**src/rtl/seg_pkg.sv**
```systemverilog
// Shared constants for the 7-segment sequence path: segment codes,
// the display ring and the tracker state encoding.
package seg_pkg;

  // Active-low segment codes, bit6..0 = g,f,e,d,c,b,a
  localparam logic [6:0] SEG_0     = 7'b1000000;
  localparam logic [6:0] SEG_1     = 7'b1111001;
  localparam logic [6:0] SEG_2     = 7'b0100100;
  localparam logic [6:0] SEG_3     = 7'b0110000;
  localparam logic [6:0] SEG_4     = 7'b0011001;
  localparam logic [6:0] SEG_5     = 7'b0010010;
  localparam logic [6:0] SEG_6     = 7'b0000010;
  localparam logic [6:0] SEG_7     = 7'b1111000;
  localparam logic [6:0] SEG_8     = 7'b0000000;
  localparam logic [6:0] SEG_9     = 7'b0010000;
  localparam logic [6:0] SEG_BLANK = 7'b1111111;

  // Digit value reported for any code that is not a decimal digit
  localparam logic [3:0] DIGIT_NONE = 4'hF;

  // Fixed display ring driven by the sequencer
  localparam int RING_LEN = 5;
  localparam logic [3:0] RING [0:RING_LEN-1] = '{4'd2, 4'd3, 4'd6, 4'd5, 4'd7};

  typedef enum logic [1:0] {
    IDLE  = 2'd0,
    TRACK = 2'd1,
    ERR   = 2'd2
  } state_t;

  // Forward successor of a ring index (wraps 4 -> 0)
  function automatic logic [2:0] ring_next(input logic [2:0] idx);
    return (idx == 3'(RING_LEN - 1)) ? 3'd0 : idx + 3'd1;
  endfunction

  // Backward predecessor of a ring index (wraps 0 -> 4)
  function automatic logic [2:0] ring_prev(input logic [2:0] idx);
    return (idx == 3'd0) ? 3'(RING_LEN - 1) : idx - 3'd1;
  endfunction

endpackage

```
**src/rtl/seg7_to_bcd.sv**
```systemverilog
// Combinational active-low 7-segment to BCD decoder. Any code that is not
// one of the ten digit patterns (including X/Z bits) reports DIGIT_NONE
// with valid low.
module seg7_to_bcd
  import seg_pkg::*;
(
  input  logic [6:0] seg_in,
  output logic [3:0] digit,
  output logic       valid
);

  // Map segment pattern to digit; unmatched patterns fall to DIGIT_NONE
  always_comb begin
    // NOTE: every output gets a default first so no path leaves it unassigned (no latch).
    digit = DIGIT_NONE;
    case (seg_in)
      SEG_0:   digit = 4'd0;
      SEG_1:   digit = 4'd1;
      SEG_2:   digit = 4'd2;
      SEG_3:   digit = 4'd3;
      SEG_4:   digit = 4'd4;
      SEG_5:   digit = 4'd5;
      SEG_6:   digit = 4'd6;
      SEG_7:   digit = 4'd7;
      SEG_8:   digit = 4'd8;
      SEG_9:   digit = 4'd9;
      default: digit = DIGIT_NONE;
    endcase
    valid = (digit != DIGIT_NONE);
  end

endmodule

```
**src/rtl/seg_sequence_decoder.sv**
```systemverilog
// Receive-side checker for the 7-segment digit sequencer. Decodes each
// sampled code, locks onto the 2-3-6-5-7 ring and reports position,
// step direction, a saturating step count and sequence errors.
// All outputs are registered; latency from sample_en is one cycle.
module seg_sequence_decoder
  import seg_pkg::*;
#(
  parameter int CNT_W = 8
) (
  input  logic             clk,
  input  logic             reset,
  input  logic             sample_en,
  input  logic [6:0]       seg_in,
  input  logic             clr_err,
  output logic [3:0]       digit,
  output logic             bad_code,
  output logic [2:0]       pos,
  output logic             dir,
  output logic             step_fwd,
  output logic             step_back,
  output logic [CNT_W-1:0] step_cnt,
  output logic             seq_err,
  output logic             locked
);

  localparam logic [CNT_W-1:0] CNT_MAX = '1;
  localparam logic [CNT_W-1:0] CNT_ONE = {{(CNT_W-1){1'b0}}, 1'b1};

  state_t           r_state, w_state_nxt;
  logic [3:0]       r_digit, w_digit_nxt;
  logic             r_bad_code, w_bad_code_nxt;
  logic [2:0]       r_pos, w_pos_nxt;
  logic             r_dir, w_dir_nxt;
  logic             r_step_fwd, w_step_fwd_nxt;
  logic             r_step_back, w_step_back_nxt;
  logic [CNT_W-1:0] r_step_cnt, w_step_cnt_nxt;

  logic [3:0]       w_dec_digit;
  logic             w_dec_valid;
  logic             w_in_ring;
  logic [2:0]       w_ring_idx;
  logic             w_take;

  seg7_to_bcd u_dec (
    .seg_in (seg_in),
    .digit  (w_dec_digit),
    .valid  (w_dec_valid)
  );

  // Locate the decoded digit in the ring table
  always_comb begin
    w_in_ring  = 1'b0;
    w_ring_idx = 3'd0;
    for (int i = 0; i < RING_LEN; i++) begin
      if (w_dec_valid && (RING[i] == w_dec_digit)) begin
        w_in_ring  = 1'b1;
        w_ring_idx = 3'(i);
      end
    end
  end

  // A clear in ERR takes priority and drops the sample entirely
  assign w_take = sample_en && !((r_state == ERR) && clr_err);

  // Next-state and next-output logic; pulses default low, state holds
  always_comb begin
    w_state_nxt     = r_state;
    w_digit_nxt     = r_digit;
    w_bad_code_nxt  = 1'b0;
    w_pos_nxt       = r_pos;
    w_dir_nxt       = r_dir;
    w_step_fwd_nxt  = 1'b0;
    w_step_back_nxt = 1'b0;
    w_step_cnt_nxt  = r_step_cnt;

    if (w_take) begin
      w_digit_nxt    = w_dec_digit;
      w_bad_code_nxt = !w_dec_valid;
    end

    case (r_state)
      IDLE: begin
        if (w_take && w_in_ring) begin
          w_pos_nxt   = w_ring_idx;
          w_state_nxt = TRACK;
        end
      end
      TRACK: begin
        if (w_take) begin
          if (w_in_ring && (w_ring_idx == r_pos)) begin
            // Repeated digit: hold position, no step
          end else if (w_in_ring && (w_ring_idx == ring_next(r_pos))) begin
            w_step_fwd_nxt = 1'b1;
            w_dir_nxt      = 1'b1;
            w_pos_nxt      = w_ring_idx;
            if (r_step_cnt != CNT_MAX) w_step_cnt_nxt = r_step_cnt + CNT_ONE;
          end else if (w_in_ring && (w_ring_idx == ring_prev(r_pos))) begin
            w_step_back_nxt = 1'b1;
            w_dir_nxt       = 1'b0;
            w_pos_nxt       = w_ring_idx;
            if (r_step_cnt != CNT_MAX) w_step_cnt_nxt = r_step_cnt + CNT_ONE;
          end else begin
            w_state_nxt = ERR;
          end
        end
      end
      ERR: begin
        if (clr_err) w_state_nxt = IDLE;
      end
      default: w_state_nxt = IDLE;
    endcase
  end

  // State and output registers with synchronous reset
  always_ff @(posedge clk) begin
    // NOTE: sequential state uses non-blocking assignments so all registers update together.
    if (reset) begin
      r_state     <= IDLE;
      r_digit     <= DIGIT_NONE;
      r_bad_code  <= 1'b0;
      r_pos       <= 3'd0;
      r_dir       <= 1'b1;
      r_step_fwd  <= 1'b0;
      r_step_back <= 1'b0;
      r_step_cnt  <= '0;
    end else begin
      r_state     <= w_state_nxt;
      r_digit     <= w_digit_nxt;
      r_bad_code  <= w_bad_code_nxt;
      r_pos       <= w_pos_nxt;
      r_dir       <= w_dir_nxt;
      r_step_fwd  <= w_step_fwd_nxt;
      r_step_back <= w_step_back_nxt;
      r_step_cnt  <= w_step_cnt_nxt;
    end
  end

  assign digit     = r_digit;
  assign bad_code  = r_bad_code;
  assign pos       = r_pos;
  assign dir       = r_dir;
  assign step_fwd  = r_step_fwd;
  assign step_back = r_step_back;
  assign step_cnt  = r_step_cnt;
  assign locked    = (r_state == TRACK);
  assign seq_err   = (r_state == ERR);

endmodule

```
**config.mk**
```make
export PLATFORM = sky130hd
export DESIGN_NAME = seg_sequence_decoder
export DESIGN_NICKNAME = d
export VERILOG_FILES = /design/src/rtl/seg_pkg.sv /design/src/rtl/seg7_to_bcd.sv /design/src/rtl/seg_sequence_decoder.sv
export SDC_FILE = /design/constraint.sdc
export NUM_CORES = 1
export LEC_CHECK = 0
export BUFFER_PORTS_ARGS = -buffer_cell sky130_fd_sc_hd__buf_2
export CAP_MARGIN = 40
export CORE_UTILIZATION = 40
export DETAILED_ROUTE_END_ITERATION = 8
export GPL_TIMING_DRIVEN = 1
export SLEW_MARGIN = 30
export SYNTH_ARGS = -nofsm -noshare
export SYNTH_HDL_FRONTEND = slang
export SYNTH_HIERARCHICAL = 1
export SYNTH_SLANG_ARGS = --single-unit
```
**constraint.sdc**
```tcl
create_clock -name clk -period 10.3 [get_ports clk]
set_clock_uncertainty 0.15 [all_clocks]
set_input_delay 0.515 -clock clk [delete_from_list [all_inputs] [get_ports clk]]
set_output_delay 0.515 -clock clk [all_outputs]
set_load 0.05 [all_outputs]
```
==> results summary, run 1 <==
Clock-pin slew was measured on the worst setup and hold paths at 0.07 ns. The tree is rooted in a sky130_fd_sc_hd__clkbuf_8. The final max-slew violation count is 0. Power spread over the standard cell area amounts to 93.9 nW/um^2. The total number of yosys warnings came out at 6. In the synthesized netlist the dominant register cell turns out to be sky130_fd_sc_hd__dfxtp_1.

The flow ran to the end, and the final reports show no timing, DRC or antenna violations. The period utilization came out at 36.7%. The total power of the final layout came out at 0.000169 W.

The post-CTS setup buffer count came out at 0. The post-detailed-route via-to-cell ratio came out at 5.49. The fraction of power consumed by the clock network is 30.8%.

The clock drives 21 sinks. The H-tree depth is 1. Hold timing on the final database bottoms out at a slack of 0.319 ns.

The switching share of power came out at 28.0%. The number of global-route vias before repair is 1284. The half-perimeter wire length after detailed placement came out at 2650 um.

The first routing iteration left 64 violations. The proportion of layout cells with a drive suffix above 1 came out at 22.5%. Entering global routing, the biggest net connects 26 pins. Clock latency on the worst-skew pair, taken at its later pin, is 0.26 ns. TritonCTS built the clock tree.

The total DRC errors in the routed layout came out at 0. The worst slew margin relative to its limit came out at 56.0%. Hold repair after CTS inserted 0 buffers.

The post-synthesis instance area came out at 1590 um^2. The switching component of the power came out at 0.0000474 W. The combinational group share of total power is 19.9%.

The maximum operating frequency came out at 0.265 GHz. Global routing consumed, over all layers together, 17.3% of the routing resources. The number of flops mapped to enable cells by yosys is 0. Input and output buffers added on the ports amount to 31.

The transition time at the pin with the least slew margin is 0.657 ns. The number of vias in the routed layout came out at 1482. The global placement routability congestion came out at 0.815. The most common library cell in the layout ignoring fill and taps is sky130_fd_sc_hd__buf_2. The top cell types in the final layout, fill and taps aside, are sky130_fd_sc_hd__buf_2, sky130_fd_sc_hd__dfxtp_1, sky130_fd_sc_hd__nand2_1. The post-synthesis net count came out at 210. The number of endpoints with negative hold slack in the final report came out at 0. The number of distinct standard cells referenced by the synthesized netlist came out at 61. The setup total negative slack came out at 0 ns. The maximum clock insertion buffer count is 2. The number of antenna diodes in the final layout is 0. After the last flow step, the layout net total stands at 238.

The max-capacitance violation count is 0. The synthesized design contains 21 register bits. The post-route minimum period came out at 3.78 ns. The data required time at the worst endpoint is 10.29 ns. The async set or reset register ratio after synthesis is 0%. The cell row count is 22. The worst voltage drop across the vdd grid came out at 0.0000666 V. The area growth from synthesis to layout is 13.4%.

STA classifies the critical path endpoint as a flip-flop. Setup repair after global routing left no endpoint under its margin. The final global-route overflow total came out at 0. The count of boundary I/O pins came out at 32.

The die width is 65.0 um. The worst setup path is launched from an input pin. Of all nets on the critical path, the largest fanout is 8. The proportion of synthesized chip area in sequential cells came out at 26.5%. The post-detailed-route count of antenna-violating nets came out at 0. The average detailed-routed wire length per instance came out at 13.0 um. The instance count of the mapped netlist is 195.

The cell leakage power came out at 0.765 nW. The data arrival time of the critical path came out at 3.77 ns. The cell internal power dissipation came out at 0.000122 W. The per-instance average area after synthesis is 8.15 um^2. The number of buffers created by CTS is 3. From bottom edge to top edge, the die measures 65.0 um. The post-cts resize count came out at 0. The global-route wire length before repair is 5800 um. The worst hold path belongs to the class flip-flop to flip-flop. The kind of critical path is input pin to flip-flop. The overall die area came out at 4230 um^2. The final wirelength is 3500 um. The initial core utilization came out at 42.4%. The number of antenna violations at the first check in global routing came out at 0.

The number of iterations in the first detailed-routing pass came out at 4. The total core area came out at 3740 um^2. The sequential fraction of design power came out at 49.3%.

Cells fill 48.1% of the core in the end. Setup violations remaining at the end of the flow were counted as 0.
==> power groups by stage <==
stage	clock network (W)	logic, W	registers, W
3_5_place_dp	0	0.0000336	0.0000853
2_1_floorplan	0	0.0000207	0.0000898
3_3_place_gp	0	0.0000334	0.0000853
5_1_grt	0.0000579	0.0000371	0.0000835
4_1_cts	0.0000544	0.0000337	0.0000834
6_report	0.0000521	0.0000337	0.0000834
==> worst paths after layout <==
kind,from,endpoint,slack (ns),cells after the start
setup / recovery,seg_in[0],step_cnt[0],6.52,13
hold / removal,digit[2],digit[2],0.32,1
setup reg to reg,pos[0],step_cnt[6],7.34,9
hold reg to reg,digit[2],digit[2],0.32,1
==> critical path: stages <==
cell and delay, ns:
sky130_fd_sc_hd__buf_2 0.12, sky130_fd_sc_hd__or2_2 0.32, sky130_fd_sc_hd__o22a_1 0.21, sky130_fd_sc_hd__o31a_2 0.32, sky130_fd_sc_hd__o21ai_0 0.22, sky130_fd_sc_hd__buf_2 0.27
sky130_fd_sc_hd__nor4bb_1 0.07, sky130_fd_sc_hd__a32oi_1 0.15, sky130_fd_sc_hd__o21ai_1 0.12, sky130_fd_sc_hd__a31oi_1 0.57, sky130_fd_sc_hd__nand2_1 0.24, sky130_fd_sc_hd__nor2_1 0.28
sky130_fd_sc_hd__mux2_2 0.36
==> cell families (layout without fill, tap and decap cells) <==
family | count (synthesis) | in the layout | synth area share (%)
flip-flops | 21 | 21 | 26.5
AO/OA/AOI/OAI | 52 | 52 | 26.1
multiplexers | 6 | 6 | 4.02
XOR/XNOR | 7 | 7 | 3.86
buffers and inverters | 20 | 47 | 6.14
AND/OR/NAND/NOR | 85 | 85 | 30.3
adder cells (fa/ha/maj) | 4 | 4 | 3.15
==> metal layers <==
layer / vias up / GRT usage [%] / share of wire, %
li1: 781 / - / -
met1: 665 / 23.6 / 52
met2: 34 / 27.3 / 43
met3: 2 / 3.87 / 4.5
met4: 0 / 4.08 / 0.63
met5: - / 0 / 0
==> registers in the layout, summed over array words and instances, names as in the netlist <==
register and cells:
digit 4, dir 1, pos 3, bad_code 1, step_fwd 1, r_state 2
step_cnt 8, step_back 1
==> Yosys cell counts, types with 2 or more instances <==
cell type | n | area [um^2]
sky130_fd_sc_hd__dfxtp_1 | 21 | 420
sky130_fd_sc_hd__nand2_1 | 15 | 56.3
sky130_fd_sc_hd__nor2_1 | 13 | 48.8
sky130_fd_sc_hd__a21oi_1 | 12 | 60.1
sky130_fd_sc_hd__inv_1 | 10 | 37.5
sky130_fd_sc_hd__nand3_1 | 8 | 40.0
sky130_fd_sc_hd__o21ai_0 | 7 | 35.0
sky130_fd_sc_hd__nand2b_1 | 6 | 37.5
sky130_fd_sc_hd__or3_1 | 6 | 37.5
sky130_fd_sc_hd__and3_1 | 5 | 31.3
sky130_fd_sc_hd__nor2b_1 | 5 | 31.3
sky130_fd_sc_hd__xor2_1 | 5 | 43.8
sky130_fd_sc_hd__a211o_1 | 4 | 35.0
sky130_fd_sc_hd__a31oi_1 | 4 | 25.0
sky130_fd_sc_hd__clkbuf_1 | 4 | 15.0
sky130_fd_sc_hd__ha_1 | 4 | 50.1
sky130_fd_sc_hd__nand4_1 | 4 | 25.0
sky130_fd_sc_hd__buf_2 | 3 | 15.0
sky130_fd_sc_hd__mux2i_1 | 3 | 30.0
sky130_fd_sc_hd__o31ai_1 | 3 | 22.5
sky130_fd_sc_hd__or2_2 | 3 | 18.8
sky130_fd_sc_hd__or4_1 | 3 | 22.5
sky130_fd_sc_hd__and3b_1 | 2 | 17.5
sky130_fd_sc_hd__buf_6 | 2 | 22.5
sky130_fd_sc_hd__mux2_1 | 2 | 22.5
sky130_fd_sc_hd__nand3b_1 | 2 | 15.0
sky130_fd_sc_hd__nor3_1 | 2 | 10.0
sky130_fd_sc_hd__nor3b_1 | 2 | 15.0
sky130_fd_sc_hd__or2_1 | 2 | 12.5
sky130_fd_sc_hd__xnor2_1 | 2 | 17.5
==> through the flow <==
stage          area, um^2  std cells  setup WS (ns)
2_1_floorplan        1590        195           6.68
3_3_place_gp         1750        265           6.11
3_5_place_dp         1760        266           6.26
4_1_cts              1800        270           6.51
5_1_grt              1800        270           6.17
6_report             1800        270           6.52
==> area by class of cell <==
cell class / count / area (um^2)
Clock buffer: 4 / 45.0
Tap cell: 48 / 60.1
Fill cell: 419 / 1940
Timing Repair Buffer: 33 / 168
Inverter: 10 / 37.5
Multi-Input combinational cell: 154 / 1070
Sequential cell: 21 / 420
Note: power is estimated with default switching activity, not from simulation.
==> run 2, diff against run 1 <==
- ABC_AREA: default -> 1
- clock period: 10.3 -> 3.6 ns (I/O delays scaled with it)
==> run 2 against run 1 <==
  * Non-clock buffer count fell by 2
  * Power rose to 5.3 times the previous value
  * Clock-buffer cell count did not move
  * Setup slack got worse by 5.3 ns
  * Largest cell class unchanged
  * Die area rose by 1.8%
  * Clock power rose to 2.9 times the previous value
  * Utilization rose by 1.5 points
  * Final cell count rose by 25%
  * Synthesized cell count rose by 32%
  * Design area rose by 3.8%
  * Synthesized area rose by 1.9%
==> results summary, run 2 <==
Data on the critical path is required at its endpoint by 3.60 ns. The commonest cells after synthesis are sky130_fd_sc_hd__nand2_1, sky130_fd_sc_hd__nor2_1, sky130_fd_sc_hd__inv_1. The count of buffers added on input and output ports is 31. The run finished with clean final reports. CTS built an H-tree with a depth of 1. The number of flip-flops in the largest register came out at 8. The maximum fanout along the worst path came out at 8. The die width came out at 65.6 um. The post-cts resize count is 0.

The total DRC errors in the routed layout is 0. After the last flow step, the layout net total stands at 306. The register bit count reported by yosys is 21. The number of iterations in the first detailed-routing pass is 4.

The switching share of power is 46.7%. The worst path needs 2.41 ns of the cycle, external delays included. The max-capacitance violation count is 0. Cells fill 49.6% of the core in the end. The combinational group share of total power came out at 50.9%. The top-area cell type share of the netlist area came out at 26.0%.

The period utilization is 67.0%. The first-iteration detailed-routing DRC count is 94. The total number of yosys warnings is 6. The sequential fraction of design power is 32.1%. The pin count of the biggest net entering global routing is 13. The total global routing track utilization is 18.2%. For this run, the leading register cell type out of synthesis is sky130_fd_sc_hd__dfxtp_1.

In the post-synthesis netlist, the biggest area contributors are sky130_fd_sc_hd__dfxtp_1, sky130_fd_sc_hd__nand2_1, sky130_fd_sc_hd__nor2_1, sky130_fd_sc_hd__inv_1, sky130_fd_sc_hd__nand3_1. STA puts the critical path data arrival time at 2.42 ns. The proportion of layout cells with a drive suffix above 1 is 22.4%. Setup repair after global routing left no endpoint under its margin. The number of hold-repair buffers added at the cts stage is 0. Setup violations remaining at the end of the flow were counted as 0.

The setup total negative slack came out at 0 ns. The cell leakage power is 0.945 nW. The final wirelength is 3590 um. The setup path with the least slack is of type input pin to flip-flop. Among the stages of the critical path, the cell type that occurs most often is sky130_fd_sc_hd__nand2_1.

The count of boundary I/O pins came out at 32. In this run, placement finished with an instance count of 334. The switching component of the power is 0.000416 W. The post-synthesis net count came out at 272. The cell with the most instances after synthesis is sky130_fd_sc_hd__nand2_1. The final max-slew violation count came to 0. The area of the multi-input gates is 1070 um^2. The cell row count came out at 22. The share of the Yosys chip area taken by registers is 26.0%. The cell count after synthesis came out at 257. The area added between synthesis and finish came out at 15.5%. The biggest cell delay along the critical path is 0.25 ns. The global placement routability congestion came out at 0.872.

The clock transition at the register clock pins on the worst setup and hold paths after CTS is 0.08 ns. Counting flops with a built-in enable in the synthesized netlist gives 0. The maximum clock insertion buffer count is 2.

The final setup slack of the worst path is 1.19 ns. The synthesized design spends more area on one cell type than any other, namely sky130_fd_sc_hd__dfxtp_1. The worst setup path is launched from an input pin. The number of fillers in the final layout came out at 400. The post-detailed-route count of antenna-violating nets is 0. The netlist uses 29 different library cells.

The worst register-to-register path begins at pos[0]. The overall die area came out at 4310 um^2. In this run the post-CTS setup repair buffer count came out at 0. The fraction of power consumed by the clock network is 17.0%. The most common library cell in the layout ignoring fill and taps is sky130_fd_sc_hd__nand2_1. The number of vias in the routed layout is 1618. The die is 65.6 um tall. The worst slew margin relative to its limit is 74.1%. In this run, CTS created clock tree buffers numbering 3. The maximum operating frequency came out at 0.415 GHz. The sequential cell area is 420 um^2. Detailed placement ended at an HPWL of 2860 um. The number of antenna violations at the first check in global routing came out at 0. The final global-route overflow total came out at 0.

The insertion delay to the later sink of the worst-skew pair came out at 0.25 ns. For this design, the sink count on the clock tree is 21. The global-route wire length before repair is 6240 um. The number of endpoints with negative hold slack in the final report is 0. In this run the most critical hold path is launched from reset. Counting flops with an async set or reset pin after synthesis yields a share of 0%.

Grouping stages by cell kind, the critical path spends the most delay in simple AND/OR/NAND/NOR gates. The internal power of the cells totals 0.000476 W. The per-instance average area after synthesis is 6.30 um^2.

In this run the cell area of the synthesized design comes to 1620 um^2. The post-detailed-route via-to-cell ratio is 4.79. Among all stages on the critical path, the largest delay is contributed by sky130_fd_sc_hd__nor2_2.

The number of global-route vias before repair came out at 1479. TritonCTS built the clock tree. Walking the worst path, the cells encountered are buf_2 -> inv_1 -> nand2_1 -> nor2_2 -> nand2_1 -> nand2_1 -> nor2_4 -> nand2_2 -> nand2_1 -> inv_2 -> nand2_1 -> nor2_2 -> nand2_1 -> nand2_1 -> nand2_1 -> nand2_1 -> nor2_2 -> a21oi_4 -> nand2_1 -> a21oi_1 -> nor2_1. The number of antenna diodes in the final layout is 0. Tracing the worst setup path back leads to its startpoint at seg_in[3].

The worst voltage drop across the vdd grid came out at 0.000358 V. The buffers plus inverters on the worst setup path is 3. The minimum setup slack after placement is 0.926 ns. The type of the worst min-delay path is input pin to flip-flop. The initial core utilization came out at 42.9%. The average detailed-routed wire length per instance came out at 10.6 um. The power density normalized to cell area is 477 nW/um^2.

Once layout is complete, the cells apart from fillers number 338. The transition time at the pin with the least slew margin came out at 0.388 ns. The worst setup path is captured at a flip-flop.

The library cells used most frequently in the layout, excluding fill and tap cells, are sky130_fd_sc_hd__nand2_1, sky130_fd_sc_hd__nor2_1, sky130_fd_sc_hd__buf_2. The floorplan step defined a core boundary enclosing 3770 um^2. The CTS root buffer is sky130_fd_sc_hd__clkbuf_8.
-- run 2: cell types whose count changed in the layout (fill, tap and decap cells not counted), sizes merged, moves of 6 or more --
cell    delta
inv       +21
nor2      +32
nand2b     -6
nand3     +16
or3        -7
nand2     +70
-- run 2: final cells by class --
type	count	share of cell area (%)
multi-input cells	203	57.4
flip-flops and latches	21	22.5
inverters	31	6.22
clock buffers	4	2.41
well taps	48	3.21
repair buffers	31	8.29
-- run 2: path summary, 6_finish.rpt --
| path | to | slack, ns | cells past startpoint |
|---|---|---|---|
| hold / removal | step_cnt[2] | 0.1 | 2 |
| hold reg to reg | dir | 0.31 | 2 |
| setup reg to reg | step_cnt[0] | 1.46 | 13 |
| setup / recovery | r_state[0] | 1.19 | 21 |
-- run 2: cells by family (layout without fill, tap and decap cells) --
| logic type | count (synthesis) | after routing | share of synthesized area [%] |
|---|---|---|---|
| xor+xnor | 7 | 7 | 3.79 |
| flops | 21 | 21 | 26.0 |
| simple gates | 171 | 171 | 51.5 |
| buf+inv | 33 | 66 | 7.73 |
| compound gates | 21 | 21 | 7.88 |
| fa+ha+maj | 4 | 4 | 3.09 |
-- run 2: routing by layer --
metal | part of all wire, % | track usage, %
met3 | 3.1 | 3.65
met2 | 44 | 29.7
met1 | 52 | 24.7
met5 | 0 | 0
met4 | 0.58 | 3.26
-- run 2: per-stage QoR --
stage               instance area (um^2)  power (W)  hold WS (ns)
global route                        1870   0.000963        0.0925
finish                              1870   0.000892        0.0950
global placement                    1830   0.000749         0.302
floorplan                           1620   0.000659         0.209
detailed placement                  1830   0.000747         0.300
CTS                                 1870   0.000902        0.0774
-- run 2: power by group through the flow --
stage | clock (W) | sequential (W) | combinational (W)
floorplan | 0 | 0.000344 | 0.000314
global placement | 0 | 0.000291 | 0.000458
detailed placement | 0 | 0.000292 | 0.000455
CTS | 0.000157 | 0.000287 | 0.000458
global route | 0.000166 | 0.000290 | 0.000507
finish | 0.000151 | 0.000286 | 0.000454
